`config.mk`:
```
export PLATFORM = sky130hd
export DESIGN_NAME = timer_seq
export DESIGN_NICKNAME = d
export VERILOG_FILES = /design/src/rtl/timer_seq.sv
export SDC_FILE = /design/constraint.sdc
export NUM_CORES = 1
export LEC_CHECK = 0
export CAP_MARGIN = 10
export CORE_MARGIN = 5
export CORE_UTILIZATION = 50
export CTS_CLUSTER_SIZE = 14
export DETAILED_ROUTE_END_ITERATION = 7
export PLACE_DENSITY = 0.72
export SETUP_SLACK_MARGIN = 0.05
export SLEW_MARGIN = 10
export SYNTH_ARGS = -nofsm -noshare
export SYNTH_HDL_FRONTEND = slang
export SYNTH_SLANG_ARGS = --single-unit
```
`constraint.sdc`:
```
create_clock -name clk -period 8.99 [get_ports clk]
set_input_delay 0.899 -clock clk [delete_from_list [all_inputs] [get_ports clk]]
set_output_delay 0.899 -clock clk [all_outputs]
set_load 0.01 [all_outputs]
```
`src/rtl/timer_seq.sv`:
```
// Compare-value sequencer: streams table words into the timer's CMPO register on each overflow.
// Optional macro TIMER_SEQ_REPEAT_EN enables a bounded pass count (SEQ_CTRL.rep) in loop mode.
module timer_seq #(
    parameter int          DEPTH         = 8,
    parameter logic [7:0]  TMR_CMPO_ADDR = 8'h04
) (
    input  logic        clk,
    input  logic        rst_n,
    input  logic [7:0]  waddr_i,
    input  logic [31:0] data_i,
    input  logic [3:0]  sel_i,
    input  logic        we_i,
    input  logic [7:0]  raddr_i,
    input  logic        rd_i,
    output logic [31:0] data_o,
    input  logic [7:0]  cpu_t_waddr_i,
    input  logic [31:0] cpu_t_data_i,
    input  logic [3:0]  cpu_t_sel_i,
    input  logic        cpu_t_we_i,
    output logic [7:0]  tmr_waddr_o,
    output logic [31:0] tmr_data_o,
    output logic [3:0]  tmr_sel_o,
    output logic        tmr_we_o,
    input  logic        timer_of_i,
    output logic        irq_seq_o
);
    localparam int         IW       = $clog2(DEPTH);
    localparam logic [3:0] IDX_MASK = 4'(DEPTH - 1);

    localparam logic [1:0] S_IDLE = 2'd0;
    localparam logic [1:0] S_LOAD = 2'd1;
    localparam logic [1:0] S_WAIT = 2'd2;
    localparam logic [1:0] S_DONE = 2'd3;

    logic [1:0]    state;
    logic          en, loop_m, irq_en, done, overrun;
    logic [IW-1:0] last, idx;
    logic [31:0]   tab [DEPTH];
    logic [7:0]    rep_rd;
`ifdef TIMER_SEQ_REPEAT_EN
    logic [7:0]    rep, pass;
`endif

    logic ctrl_we, stat_we, tab_we, grant, wait_of, wrap, finish, unused;
    logic [31:0] rdata;

    // Byte selects are ignored: every config write is a full word.
    assign unused = ^sel_i;

    function automatic logic tab_hit(input logic [7:0] a);
        return (a[7:6] == 2'b01) && (a[1:0] == 2'b00) && ((a[5:2] & ~IDX_MASK) == 4'd0);
    endfunction

    assign ctrl_we = we_i && (waddr_i == 8'h00);
    assign stat_we = we_i && (waddr_i == 8'h04);
    assign tab_we  = we_i && tab_hit(waddr_i);
    assign grant   = (state == S_LOAD) && !cpu_t_we_i;
    assign wait_of = (state == S_WAIT) && timer_of_i;

`ifdef TIMER_SEQ_REPEAT_EN
    assign wrap   = loop_m && (pass != rep);
    assign rep_rd = rep;
`else
    assign wrap   = loop_m;
    assign rep_rd = 8'd0;
`endif
    // A simultaneous SEQ_CTRL write takes over the FSM, so the sequence does not complete.
    assign finish = wait_of && (idx == last) && !wrap && !ctrl_we;

    // CPU owns the timer port whenever it writes; the sequencer write simply waits in LOAD.
    always_comb begin
        tmr_we_o    = 1'b0;
        tmr_waddr_o = cpu_t_waddr_i;
        tmr_data_o  = cpu_t_data_i;
        tmr_sel_o   = cpu_t_sel_i;
        if (rst_n) begin
            if (cpu_t_we_i) begin
                tmr_we_o = 1'b1;
            end else if (state == S_LOAD) begin
                tmr_we_o    = 1'b1;
                tmr_waddr_o = TMR_CMPO_ADDR;
                tmr_data_o  = tab[idx];
                tmr_sel_o   = 4'hF;
            end
        end
    end

    always_comb begin
        rdata = 32'd0;
        if (raddr_i == 8'h00)
            rdata = {16'd0, rep_rd, 4'(last), 1'b0, irq_en, loop_m, en};
        else if (raddr_i == 8'h04)
            rdata = {20'd0, 4'(idx), 5'd0, overrun, done, (state != S_IDLE)};
        else if (tab_hit(raddr_i))
            rdata = tab[raddr_i[IW+1:2]];
    end

    always_ff @(posedge clk) begin
        if (!rst_n) begin
            state     <= S_IDLE;
            en        <= 1'b0;
            loop_m    <= 1'b0;
            irq_en    <= 1'b0;
            last      <= '0;
            idx       <= '0;
            done      <= 1'b0;
            overrun   <= 1'b0;
            data_o    <= 32'd0;
            irq_seq_o <= 1'b0;
            for (int i = 0; i < DEPTH; i++) tab[i] <= 32'd0;
`ifdef TIMER_SEQ_REPEAT_EN
            rep       <= 8'd0;
            pass      <= 8'd0;
`endif
        end else begin
            if (rd_i) data_o <= rdata;
            if (tab_we) tab[waddr_i[IW+1:2]] <= data_i;

            irq_seq_o <= finish && irq_en;
            // Hardware set beats a same-cycle write-1-to-clear.
            done    <= finish || (done && !(stat_we && data_i[1]));
            overrun <= ((state == S_LOAD) && timer_of_i) || (overrun && !(stat_we && data_i[2]));

            case (state)
                S_LOAD: if (grant) state <= S_WAIT;
                S_WAIT: if (wait_of) begin
                    if (idx != last) begin
                        idx   <= idx + 1'b1;
                        state <= S_LOAD;
                    end else if (wrap) begin
                        idx   <= '0;
                        state <= S_LOAD;
`ifdef TIMER_SEQ_REPEAT_EN
                        pass  <= pass + 8'd1;
`endif
                    end else begin
                        en    <= 1'b0;
                        state <= S_DONE;
                    end
                end
                S_DONE:  state <= S_IDLE;
                default: state <= S_IDLE;
            endcase

            if (ctrl_we) begin
                en     <= data_i[0];
                loop_m <= data_i[1];
                irq_en <= data_i[2];
                last   <= data_i[4 +: IW];
`ifdef TIMER_SEQ_REPEAT_EN
                rep    <= data_i[15:8];
                pass   <= 8'd0;
`endif
                if (data_i[0]) begin
                    state <= S_LOAD;
                    idx   <= '0;
                end else begin
                    state <= S_IDLE;
                end
            end
        end
    end
endmodule

```
After elaboration in Yosys (flattened, before gate mapping)
Memories as Yosys holds them, arrays and structs flattened. A register that Yosys moved wholly into a read port is not among the register bits.
Index checks and enable logic that the tools add are counted.
{"block": "word_totals", "mem_bits_rw": 256, "rom_bits": 0, "elab_cells": 102, "input_bits": 102, "out_inout_bits": 78, "n_memories": 1, "ff_bits": 46, "latchBits": 0}
{"name": "tab", "words": 8, "word_bits": 32, "rd": 2, "rd_ports_with_merged_regs": 1, "write_ports": 8, "line": "38", "text": "logic [31:0] tab [DEPTH];"}
{"block": "op_classes", "n_mul": 0, "n_eq_ne": 12, "magnitude_cmp": 0, "muxes": 41, "n_shift": 0, "div": 0, "add_sub_neg": 1, "bitwise_logic": 0, "reduce_logical": 37}
{"op": "$mux W32", "count": 7}
{"op": "$reduce_or A32 Y1", "count": 1}
{"op": "$mux W3", "count": 8}
{"op": "$mux W8", "count": 3}
{"op": "$logic_and A1 B1 Y1", "count": 18}
{"op": "$eq A8 B3 Y1 const B", "count": 2}
{"op": "$logic_not A8 Y1", "count": 2}
{"op": "$mux W1", "count": 14}
{"op": "$mux W4", "count": 3}
{"op": "$mux W2", "count": 5}
{"op": "$logic_not A4 Y1", "count": 2}
{"op": "$eq A2 B1 Y1 const B", "count": 3}
{"op": "$ne A3 B3 Y1 const B", "count": 2}
{"op": "$reduce_bool A2 Y1", "count": 3}
{"op": "$logic_not A1 Y1", "count": 5}
{"op": "$logic_not A2 Y1", "count": 2}
{"op": "$pmux W2 S2", "count": 1}
{"op": "$reduce_and A4 Y1", "count": 1}
{"op": "$add A3 B1 Y3 const B", "count": 1}
{"op": "$eq A3 B3 Y1", "count": 1}
{"op": "$ne A3 B3 Y1", "count": 1}
{"op": "$eq A2 B2 Y1 const B", "count": 1}
{"op": "$logic_or A1 B1 Y1", "count": 2}
{"op": "$ne A2 B1 Y1 const B", "count": 1}
{"op": "other kinds (2)", "count": 2}

Depth between registers and ports, before layout
{"block": "depth", "word_depth": 9, "mapped_depth": 8, "mapped_depth_nobuf": 6}

Worst setup path before layout
No wires, ideal clock.
{"block": "synth_timing", "path_type": "in2reg", "start": "input rst_n", "end": "memory tab[4][0], enable pin", "setup_time_ps": 466, "path_stages": 4, "required_ps": 8524, "slack_ps": 4789, "arrival_ps": 3735, "n_path_buf": 1, "path_cell_list": "buf_2 > and2_1 > nand4b_2 > o21ai_0"}
{"item": "start, declared", "line": "8", "text": "input logic rst_n,"}
{"item": "end, declared", "line": "38"}

Worst setup path after layout
{"block": "layout_timing", "start": "input rst_n", "end": "output tmr_data_o[15]"}
{"block": "layout_via", "elab_chain_len": 1}
{"item": "$mux W32", "line": "76", "text": "if (rst_n) begin"}
{"item": "end, declared", "line": "21", "text": "output logic [31:0] tmr_data_o,"}
No other way between the ends.

==> impl_table.tex <==
\begin{tabular}{lr}
\hline
Metric & Value \\
\hline
\multicolumn{2}{l}{\textbf{Route}} \\
\quad Number of antenna-violating nets in the routed design & 0 \\
\quad Drt first pass iters & 6 \\
\quad Number of vias per cell after detailed routing & 6.094 \\
\quad DRC errors left & 0 \\
\quad Post-detailed-route wirelength per cell & 25.01 um \\
\quad Total wire length & 42,120 um \\
\quad Drt first-iter violations & 1,287 \\
\quad Vias after detailed routing & 10,260 \\
\multicolumn{2}{l}{\textbf{Clock tree}} \\
\quad Clock Pin Slew Worst Setup and Hold Paths & 60 ps \\
\quad Number of post-CTS setup repair buffers & 0 \\
\quad Maximum number of buffers from clock root to sink & 3 \\
\quad Clock tree sinks & 302 \\
\quad Clock Latency Late Sink & 510 ps \\
\quad H-tree lvl count & 2 \\
\quad Count of instances resized after the clock tree is built & 0 \\
\quad Clock root buffer master & sky130\_fd\_sc\_hd\_\_clkbuf\_16 \\
\quad Clock buffer count from CTS & 34 \\
\quad Hold-fix buffers, CTS & 0 \\
\quad CTS tree & yes \\
\multicolumn{2}{l}{\textbf{Power}} \\
\quad Leakage power total & 6.708 nW \\
\quad Worst-case vdd ir drop & 0.0001194 V \\
\quad Total power divided by cell area & 173.4 mW/mm\^{}2 \\
\multicolumn{2}{l}{\textbf{Critical path}} \\
\quad Largest fanout on the critical path & 47 \\
\quad Arrival time worst endpoint & 3730 ps \\
\quad Crit path kind & in -> out \\
\quad Data required time of the worst path & 8090 ps \\
\quad Depth of the worst register-to-register path & 4 \\
\quad Nature of the critical path endpoint & primary output \\
\quad Type of element launching the critical path & input port \\
\multicolumn{2}{l}{\textbf{Yosys}} \\
\quad Gate count after technology mapping & 1,118 \\
\quad Number of nets in the synthesized netlist & 1,224 \\
\quad Async set-or-reset flop fraction in the synthesized netlist & 0 \\
\quad Number of unique standard cell types used by synthesis & 44 \\
\quad Post-synthesis area per instance & 13.91 sq um \\
\quad Fraction of post-synthesis cell area in the top cell type by area & 0.4942 \\
\quad Number of warnings printed during yosys synthesis & 0 \\
\quad Multiplexer share of the synthesized area & 0.2110 \\
\quad Cell type with the highest aggregate area in the netlist & sky130\_fd\_sc\_hd\_\_edfxtp\_1 \\
\quad Synth area leaders & sky130\_fd\_sc\_hd\_\_edfxtp\_1 (49\%), sky130\_fd\_sc\_hd\_\_mux4\_2 (18\%), sky130\_fd\_sc\_hd\_\_and2\_1 (8.1\%) \\
\quad Fraction of the mapped netlist area in compound gates & 0.04014 \\
\quad Xor/xnor share of the synthesized area & 0.001689 \\
\quad Sequential share of the synthesized area & 0.5535 \\
\quad \#FFs+latches synth & 302 \\
\quad Area share of fa/ha/maj cells after synthesis & 0.003218 \\
\quad Combinational family with the most area after synthesis & multiplexers \\
\quad Simple-gate portion of the synthesized area & 0.1615 \\
\quad Netlist area before placement & 0.01555 sq mm \\
\quad Number of enable flip-flop cells after synthesis & 256 \\
\quad Dominant register cell in the synthesized netlist & sky130\_fd\_sc\_hd\_\_edfxtp\_1 \\
\multicolumn{2}{l}{\textbf{Placed design}} \\
\quad Final HPWL DP & 23,430 um \\
\quad I/O Buffers & 175 \\
\quad Routability congestion estimate & 0.8003 \\
\multicolumn{2}{l}{\textbf{Floorplanning}} \\
\quad Horizontal die dimension & 186.4 um \\
\quad Top Ports & 180 \\
\quad Std-Cell Rows & 64 \\
\quad Core region area & 0.03067 sq mm \\
\quad Effective utilization at floorplan & 0.5071 \\
\quad Die footprint & 0.03473 sq mm \\
\quad Die height & 186.4 um \\
\multicolumn{2}{l}{\textbf{STA}} \\
\quad Final worst clock skew & 11.56 ps \\
\quad Final worst path period need & 4632 ps \\
\quad Headroom to the max-slew limit & 0.2528 \\
\quad Number of setup violations in the final report & 0 \\
\quad Setup repair after global routing missed its margin & no \\
\quad Worst Hold Margin & 434.2 ps \\
\quad Count of final hold-check violations & 0 \\
\quad Peak clock frequency supported by timing & 215.9 MHz \\
\quad Sum of negative setup slack & 0 ps \\
\quad Final max-slew violation count & 0 \\
\quad Post-route fraction of the period consumed by the critical path & 0.5153 \\
\quad Slew at the pin with the worst max-slew slack & 1121 ps \\
\multicolumn{2}{l}{\textbf{Finish}} \\
\quad Layout Nets & 1,368 \\
\quad Antenna Diode Count & 0 \\
\quad Most common library cell in the layout ignoring fill and taps & sky130\_fd\_sc\_hd\_\_edfxtp\_1 \\
\quad Ratio of cells with drive above 1 in the final layout & 0.1762 \\
\quad Most frequent cells in the layout & sky130\_fd\_sc\_hd\_\_edfxtp\_1 (256), sky130\_fd\_sc\_hd\_\_and2\_1 (202), sky130\_fd\_sc\_hd\_\_clkdlybuf4s50\_1 (173) \\
\quad Synthesis-to-layout area growth & 20.69\% \\
\multicolumn{2}{l}{\textbf{Worst hold path}} \\
\quad Type of the most critical hold path & reg -> reg \\
\quad Worst Hold Path Cells & 2 \\
\multicolumn{2}{l}{\textbf{GRT}} \\
\quad Remaining global-route overflow & 0 \\
\quad Wire length of the first global-routing pass & 64,580 um \\
\quad Initial antenna violation count & 2 \\
\quad Pin count of the biggest net entering global routing & 66 \\
\quad Total global-route track usage & 0.2395 \\
\quad Via count of the first global-routing pass & 10,740 \\
\multicolumn{2}{l}{\textbf{Outcome}} \\
\quad Outcome & completed \\
\multicolumn{2}{l}{\textbf{Run}} \\
\quad Number of maximum-capacitance constraint violations & 0 \\
\hline
\end{tabular}
## synthesized netlist by cell type (2+ instances only)
| cell type | count |
|---|---|
| sky130_fd_sc_hd__a21oi_1 | 6 |
| sky130_fd_sc_hd__a22oi_1 | 27 |
| sky130_fd_sc_hd__a22oi_2 | 3 |
| sky130_fd_sc_hd__a31oi_1 | 4 |
| sky130_fd_sc_hd__a41oi_1 | 4 |
| sky130_fd_sc_hd__and2_1 | 202 |
| sky130_fd_sc_hd__and3_1 | 65 |
| sky130_fd_sc_hd__buf_1 | 3 |
| sky130_fd_sc_hd__buf_2 | 18 |
| sky130_fd_sc_hd__buf_4 | 4 |
| sky130_fd_sc_hd__buf_6 | 9 |
| sky130_fd_sc_hd__clkbuf_1 | 52 |
| sky130_fd_sc_hd__dfxtp_1 | 46 |
| sky130_fd_sc_hd__edfxtp_1 | 256 |
| sky130_fd_sc_hd__ha_1 | 4 |
| sky130_fd_sc_hd__inv_1 | 5 |
| sky130_fd_sc_hd__mux2_2 | 3 |
| sky130_fd_sc_hd__mux2i_1 | 50 |
| sky130_fd_sc_hd__mux4_2 | 122 |
| sky130_fd_sc_hd__nand2_1 | 102 |
| sky130_fd_sc_hd__nand2b_1 | 10 |
| sky130_fd_sc_hd__nand3_1 | 14 |
| sky130_fd_sc_hd__nand3b_1 | 2 |
| sky130_fd_sc_hd__nand4_1 | 6 |
| sky130_fd_sc_hd__nor2_1 | 22 |
| sky130_fd_sc_hd__nor2b_1 | 8 |
| sky130_fd_sc_hd__nor3_1 | 2 |
| sky130_fd_sc_hd__nor3_4 | 2 |
| sky130_fd_sc_hd__nor4_1 | 3 |
| sky130_fd_sc_hd__o21ai_0 | 46 |
| sky130_fd_sc_hd__o221ai_1 | 3 |
| sky130_fd_sc_hd__xor2_1 | 3 |
## registers in the layout, summed over array words and instances, names as in the netlist
name / count
tab: 256
overrun: 1
en: 1
irq_en: 1
data_o: 32
done: 1
last: 3
irq_seq_o: 1
state: 2
loop_m: 1
idx: 3
## critical path, stage by stage
cell and delay (ps):
sky130_fd_sc_hd__clkdlybuf4s50_1 460, sky130_fd_sc_hd__buf_4 310, sky130_fd_sc_hd__nand2_2 520, sky130_fd_sc_hd__buf_4 440, sky130_fd_sc_hd__o21ai_0 430, sky130_fd_sc_hd__clkdlybuf4s50_1 630
## metrics by stage
stage | worst slack, ps | total power, mW | instances | util | area (sq um)
floorplan | 4789 | 1.768 | 1118 | - | 15550
global placement | 4396 | 1.897 | 1622 | 0.5755 | 17650
detailed placement | 4406 | 1.905 | 1622 | 0.5755 | 17650
CTS | 4377 | 3.271 | 1684 | 0.6121 | 18770
global route | 4084 | 3.363 | 1684 | 0.6121 | 18770
finish | 4358 | 3.254 | 1684 | 0.6121 | 18770
## path summary, 6_finish.rpt
check	from	to	slack (ps)
hold reg to reg	data_o[25]	data_o[25]	430
setup reg to reg	idx[2]	en	6720
setup / recovery	rst_n	tmr_data_o[15]	4360
hold / removal	data_o[25]	data_o[25]	430
## final cells by class
cell class / count / area, sq um
clock buffer: 52 / 1052
tap: 396 / 495.5
clock inverter: 10 / 70.07
inverter: 5 / 18.77
sequential: 302 / 8617
multi-input combinational: 724 / 6624
timing repair buffer: 195 / 1894
fill: 2313 / 11900
## cells by family after synthesis
| logic type | after synthesis |
|---|---|
| adder cells (fa/ha/maj) | 4 |
| multiplexers | 175 |
| AND/OR/NAND/NOR | 445 |
| XOR/XNOR | 3 |
| AO/OA/AOI/OAI | 97 |
| flip-flops | 302 |
| buffers and inverters | 92 |
## layer usage
| metal | up-vias | wire length (um) | global-route usage |
|---|---|---|---|
| met2 | 539 | 20750 | 0.3975 |
| met5 | - | 11 | 0 |
| met1 | 5122 | 16760 | 0.3259 |
| met4 | 2 | 698 | 0.05308 |
| li1 | 4549 | - | - |
| met3 | 50 | 3902 | 0.05624 |
## report_power, final
| group | internal, mW | total, mW | switching [mW] |
|---|---|---|---|
| logic | 0.138 | 0.270 | 0.132 |
| clock network | 0.835 | 1.38 | 0.542 |
| registers | 1.58 | 1.61 | 0.0300 |
Note: power is estimated with default switching activity, not from simulation.
